File: src/rtl/axi_rab_buffer_pkg.sv
// Shared beat layout for the RAB R-channel buffers.
// A beat is {user, data, id, last, resp}, MSB to LSB.
package axi_rab_buffer_pkg;

    localparam int RESP_LSB = 0;
    localparam int RESP_MSB = 1;
    localparam int LAST_BIT = 2;
    localparam int ID_START = 3;

    function automatic int beat_width(input int data_w, input int id_w, input int user_w);
        return user_w + data_w + id_w + 1 + 2;
    endfunction

endpackage

File: src/rtl/axi_buffer_fifo_cnt.sv
// Generic register-array FIFO with occupancy count.
// The head entry is read straight from storage, so there is no same-cycle bypass.
module axi_buffer_fifo_cnt #(
    parameter int DATA_WIDTH   = 8,
    parameter int BUFFER_DEPTH = 8,
    localparam int PTR_W       = $clog2(BUFFER_DEPTH),
    localparam int CNT_W       = PTR_W + 1
) (
    input  logic                  clk,
    input  logic                  rst,
    input  logic                  push,
    input  logic [DATA_WIDTH-1:0] din,
    input  logic                  pop,
    output logic [DATA_WIDTH-1:0] dout,
    output logic                  full,
    output logic                  empty,
    output logic [CNT_W-1:0]      count
);

    logic [DATA_WIDTH-1:0] mem [BUFFER_DEPTH];
    logic [PTR_W-1:0]      wr_ptr;
    logic [PTR_W-1:0]      rd_ptr;
    logic                  push_en;
    logic                  pop_en;

    assign full    = (count == CNT_W'(BUFFER_DEPTH));
    assign empty   = (count == '0);
    assign push_en = push & ~full;
    assign pop_en  = pop & ~empty;
    assign dout    = mem[rd_ptr];

    // Pointers wrap naturally because the depth is a power of two.
    always_ff @(posedge clk) begin
        if (rst) begin
            wr_ptr <= '0;
            rd_ptr <= '0;
            count  <= '0;
        end else begin
            if (push_en) wr_ptr <= wr_ptr + 1'b1;
            if (pop_en)  rd_ptr <= rd_ptr + 1'b1;
            if (push_en && !pop_en)      count <= count + 1'b1;
            else if (pop_en && !push_en) count <= count - 1'b1;
        end
    end

    always_ff @(posedge clk) begin
        if (push_en) mem[wr_ptr] <= din;
    end

endmodule

File: src/rtl/axi4_r_buffer_sf.sv
// AXI4 R-channel buffer for the RAB read path: configurable-depth FIFO with
// optional store-and-forward release of whole bursts.
module axi4_r_buffer_sf
    import axi_rab_buffer_pkg::*;
#(
    parameter int AXI_DATA_WIDTH = 32,
    parameter int AXI_ID_WIDTH   = 4,
    parameter int AXI_USER_WIDTH = 4,
    parameter int BUFFER_DEPTH   = 8,
    parameter int STORE_FWD      = 0
) (
    input  logic                             axi4_aclk,
    input  logic                             axi4_arst,
    input  logic [AXI_ID_WIDTH-1:0]          m_axi4_rid,
    input  logic [1:0]                       m_axi4_rresp,
    input  logic [AXI_DATA_WIDTH-1:0]        m_axi4_rdata,
    input  logic                             m_axi4_rlast,
    input  logic [AXI_USER_WIDTH-1:0]        m_axi4_ruser,
    input  logic                             m_axi4_rvalid,
    output logic                             m_axi4_rready,
    output logic [AXI_ID_WIDTH-1:0]          s_axi4_rid,
    output logic [1:0]                       s_axi4_rresp,
    output logic [AXI_DATA_WIDTH-1:0]        s_axi4_rdata,
    output logic                             s_axi4_rlast,
    output logic [AXI_USER_WIDTH-1:0]        s_axi4_ruser,
    output logic                             s_axi4_rvalid,
    input  logic                             s_axi4_rready,
    output logic [$clog2(BUFFER_DEPTH):0]    fill_level,
    output logic                             sf_overflow
);

    localparam int BEAT_W = beat_width(AXI_DATA_WIDTH, AXI_ID_WIDTH, AXI_USER_WIDTH);
    localparam int CNT_W  = $clog2(BUFFER_DEPTH) + 1;
    localparam int DATA_START = ID_START + AXI_ID_WIDTH;
    localparam int USER_START = DATA_START + AXI_DATA_WIDTH;

    logic [BEAT_W-1:0] beat_in;
    logic [BEAT_W-1:0] beat_out;
    logic              fifo_full;
    logic              fifo_empty;
    logic              push;
    logic              pop;
    logic              push_last;
    logic              pop_last;
    logic              release_ok;
    logic              fwd_open;
    logic [CNT_W-1:0]  burst_cnt;

    assign beat_in = {m_axi4_ruser, m_axi4_rdata, m_axi4_rid, m_axi4_rlast, m_axi4_rresp};

    assign s_axi4_rresp = beat_out[RESP_MSB:RESP_LSB];
    assign s_axi4_rlast = beat_out[LAST_BIT];
    assign s_axi4_rid   = beat_out[ID_START +: AXI_ID_WIDTH];
    assign s_axi4_rdata = beat_out[DATA_START +: AXI_DATA_WIDTH];
    assign s_axi4_ruser = beat_out[USER_START +: AXI_USER_WIDTH];

    axi_buffer_fifo_cnt #(
        .DATA_WIDTH   (BEAT_W),
        .BUFFER_DEPTH (BUFFER_DEPTH)
    ) u_fifo (
        .clk   (axi4_aclk),
        .rst   (axi4_arst),
        .push  (push),
        .din   (beat_in),
        .pop   (pop),
        .dout  (beat_out),
        .full  (fifo_full),
        .empty (fifo_empty),
        .count (fill_level)
    );

    // Ready comes only from the registered count, never from s_axi4_rready.
    assign m_axi4_rready = ~fifo_full;
    assign push          = m_axi4_rvalid & m_axi4_rready;
    assign pop           = s_axi4_rvalid & s_axi4_rready;
    assign push_last     = push & m_axi4_rlast;
    assign pop_last      = pop & s_axi4_rlast;

    assign release_ok    = (STORE_FWD == 0) || (burst_cnt != '0) || fwd_open;
    assign s_axi4_rvalid = ~fifo_empty & release_ok;

    // A full FIFO with no complete burst can only drain by opening the gate.
    assign sf_overflow = (STORE_FWD != 0) && fifo_full && (burst_cnt == '0) && !fwd_open;

    always_ff @(posedge axi4_aclk) begin
        if (axi4_arst) begin
            burst_cnt <= '0;
            fwd_open  <= 1'b0;
        end else begin
            if (push_last && !pop_last)      burst_cnt <= burst_cnt + 1'b1;
            else if (pop_last && !push_last) burst_cnt <= burst_cnt - 1'b1;

            if (sf_overflow)   fwd_open <= 1'b1;
            else if (pop_last) fwd_open <= 1'b0;
        end
    end

endmodule

File: config.mk
export PLATFORM = sky130hd
export DESIGN_NAME = axi4_r_buffer_sf
export DESIGN_NICKNAME = d
export VERILOG_FILES = /design/src/rtl/axi_rab_buffer_pkg.sv /design/src/rtl/axi_buffer_fifo_cnt.sv /design/src/rtl/axi4_r_buffer_sf.sv
export SDC_FILE = /design/constraint.sdc
export NUM_CORES = 1
export LEC_CHECK = 0
export CAP_MARGIN = 20
export CORE_MARGIN = 2
export CORE_UTILIZATION = 58
export CTS_BUF_LIST = sky130_fd_sc_hd__clkbuf_4 sky130_fd_sc_hd__clkbuf_8 sky130_fd_sc_hd__clkbuf_16
export DETAILED_ROUTE_END_ITERATION = 10
export HOLD_SLACK_MARGIN = 0.12
export PLACE_DENSITY = 0.79
export SETUP_SLACK_MARGIN = 0.05
export SYNTH_ARGS = -nofsm -noshare
export SYNTH_HDL_FRONTEND = slang
export SYNTH_SLANG_ARGS = --single-unit
File: constraint.sdc
create_clock -name axi4_aclk -period 5.7 [get_ports axi4_aclk]
set_input_delay 1.14 -clock axi4_aclk [delete_from_list [all_inputs] [get_ports axi4_aclk]]
set_output_delay 1.14 -clock axi4_aclk [all_outputs]
set_load 0.01 [all_outputs]
==> impl_metrics.toml <==
[outcome]
outcome = "completed"

[floorplan]
die_w_um = 158
num_rows = 56
fp.dieH_um = 158
ios = 97
coreArea_um2 = 23400
initial_core_util_pct = 59.0
die_area_um2 = 25100

[clocking]
cts_max_path_buffers = 3
ctsResizeCount = 0
htree_levels = 2
clk_latency_ns = 0.51
clkTransAtPathRegs_ns = 0.06
cts_buffers = 35
cts_hold_buf = 0
cts_root_buf = "clkbuf_16"
cts_tree = "built"
cts_setup_buffers = 0
cts.sinks = 357

[synthesis]
syn_nets = 627
synthArstFlopShare_pct = 0
netlist_area_um2 = 13800
ys.flop_type = "edfxtp_1"
syn_inst = 574
synth_cell_types = 32
avgSynthCellArea_um2 = 24.1
ys_ff_latch = 357
yosysSeqAreaShare_pct = 76.7
ys_warn_count = 0
synth-edff-count = 344

[setup_path]
crit_required_ns = 4.56
crit_arrival_ns = 3.08
path_class = "register to output pin"
cp_max_fo = 70
worst_setup_path_start_kind = "register"
reg2reg_slack_ns = 2.87
endpoint_kind = "output pin"

[timing]
maxClockFrequency_ghz = 0.237
fin_skew_ns = 0.0206
fin_setup_tns_ns = 0
period_share_pct = 74.0
tightest_slew_ns = 1.07
rsz0062_at_grt = "no"
min_period_ns = 4.22
hold_violations = 0
slew_viol_final = 0
setup_viol = 0
slew_headroom_pct = 28.2

[route]
vias_per_cell = 6.00
vias = 6209
ant_nets = 0
first_iter_violations = 649
wl_per_cell_um = 25.3
drc = 0
firstDrtPassIters = 5
wl_um = 26200

[global_routing]
grt.total_usage_pct = 21.6
grt_max_degree = 71
grt_first_pass_wirelength_um = 39200
grt.overflow.total = 0
grt_pass1_vias = 6487
antenna_found_initial = 0

[power]
total_power_w = 0.00706
cellPowerDensity_nw_per_um2 = 433
ir_worst_vdd_mv = 0.292
leakagePower_nw = 5.21

[layout]
layout-drive-gt1-share_pct = 26.9
finalCoreUtilization_pct = 69.6
area_growth_pct = 17.9
final_cell_mix = "edfxtp_1, clkdlybuf4s50_1, mux4_2"
num-nets-final = 744
num_antenna_cells = 0
layout_commonest_cell = "edfxtp_1"

[hold_path]
hp-class = "register to register"

[place]
hpwl_um = 14100
io_buffers = 95
routabilityCongestion = 0.760

[run]
drv_cap = 0
## where the power goes
part	internal [W]	switching (W)	total (W)	leakage, nW
sequential	0.00304	0.000138	0.00317	3.23
clock	0.00132	0.000903	0.00222	0.551
combinational	0.000996	0.000666	0.00166	1.43
total	0.00535	0.00171	0.00706	5.21
## synthesized netlist by cell type (all sizes together) (2+ instances only)
cell type	instances	area share, %
mux4	86	15
nand2b	2	0.091
ha	5	0.45
xor2	4	0.25
mux2	44	4.7
nand2	6	0.16
a21oi	5	0.18
clkbuf	16	0.54
inv	2	0.054
buf	13	1.1
edfxtp	344	75
nor2	16	0.43
nor3	2	0.072
dfxtp	13	1.9
nand3	6	0.22
## sequential cells by signal, indices dropped and copies added, names as in the netlist, named ones only
name           flops
u_fifo.wr_ptr      3
u_fifo.rd_ptr      3
u_fifo.mem       344
u_fifo.count       4
## through the flow
stage / hold WS [ns] / setup slack [ns] / area [µm²] / std cells
2_1_floorplan: 0.454 / 0.718 / 13800 / 574
3_3_place_gp: 0.457 / 1.94 / 15100 / 971
6_report: 0.503 / 1.48 / 16300 / 1034
5_1_grt: 0.552 / 1.35 / 16300 / 1034
3_5_place_dp: 0.484 / 1.90 / 15100 / 971
4_1_cts: 0.501 / 1.42 / 16200 / 1032
## path summary, 6_finish.rpt
check | startpoint | to | depth (start not counted)
setup / recovery | register | s_axi4_rdata[6] | 4
hold / removal | u_fifo.rd_ptr[1] | u_fifo.rd_ptr[1] | 2
setup reg to reg | u_fifo.count[0] | u_fifo.mem[2][19] | 5
hold reg to reg | u_fifo.rd_ptr[1] | u_fifo.rd_ptr[1] | 2
## layout make-up
cell class | count | area [µm²]
fillers | 1397 | 7120
multi-input cells | 186 | 3050
clock inverters | 15 | 125
flip-flops and latches | 357 | 10600
inverters | 2 | 7.51
repair buffers | 109 | 1110
clock buffers | 46 | 993
well taps | 319 | 399
## worst max-delay path, cell delays in order (launching register included)
cell	delay, ns
dfxtp_4	0.99
buf_4	0.41
mux4_1	0.37
mux2_4	0.29
clkdlybuf4s50_1	0.49
## metal layers
metal,vias up,wire [µm],track usage (%)
li1,2658,-,-
met1,3290,10600,29.3
met2,231,13600,36.3
met3,30,1540,4.44
met4,0,388,5.92
met5,-,0,0
## cell families after synthesis
logic type	Yosys count	share of synthesized area, %
multiplexers	131	19.3
buffers and inverters	31	1.68
other	1	0.0271
AO/OA/AOI/OAI	7	0.281
AND/OR/NAND/NOR	36	1.20
XOR/XNOR	5	0.317
adder cells (fa/ha/maj)	6	0.598
flip-flops	357	76.7
Note: power is estimated with default switching activity, not from simulation.
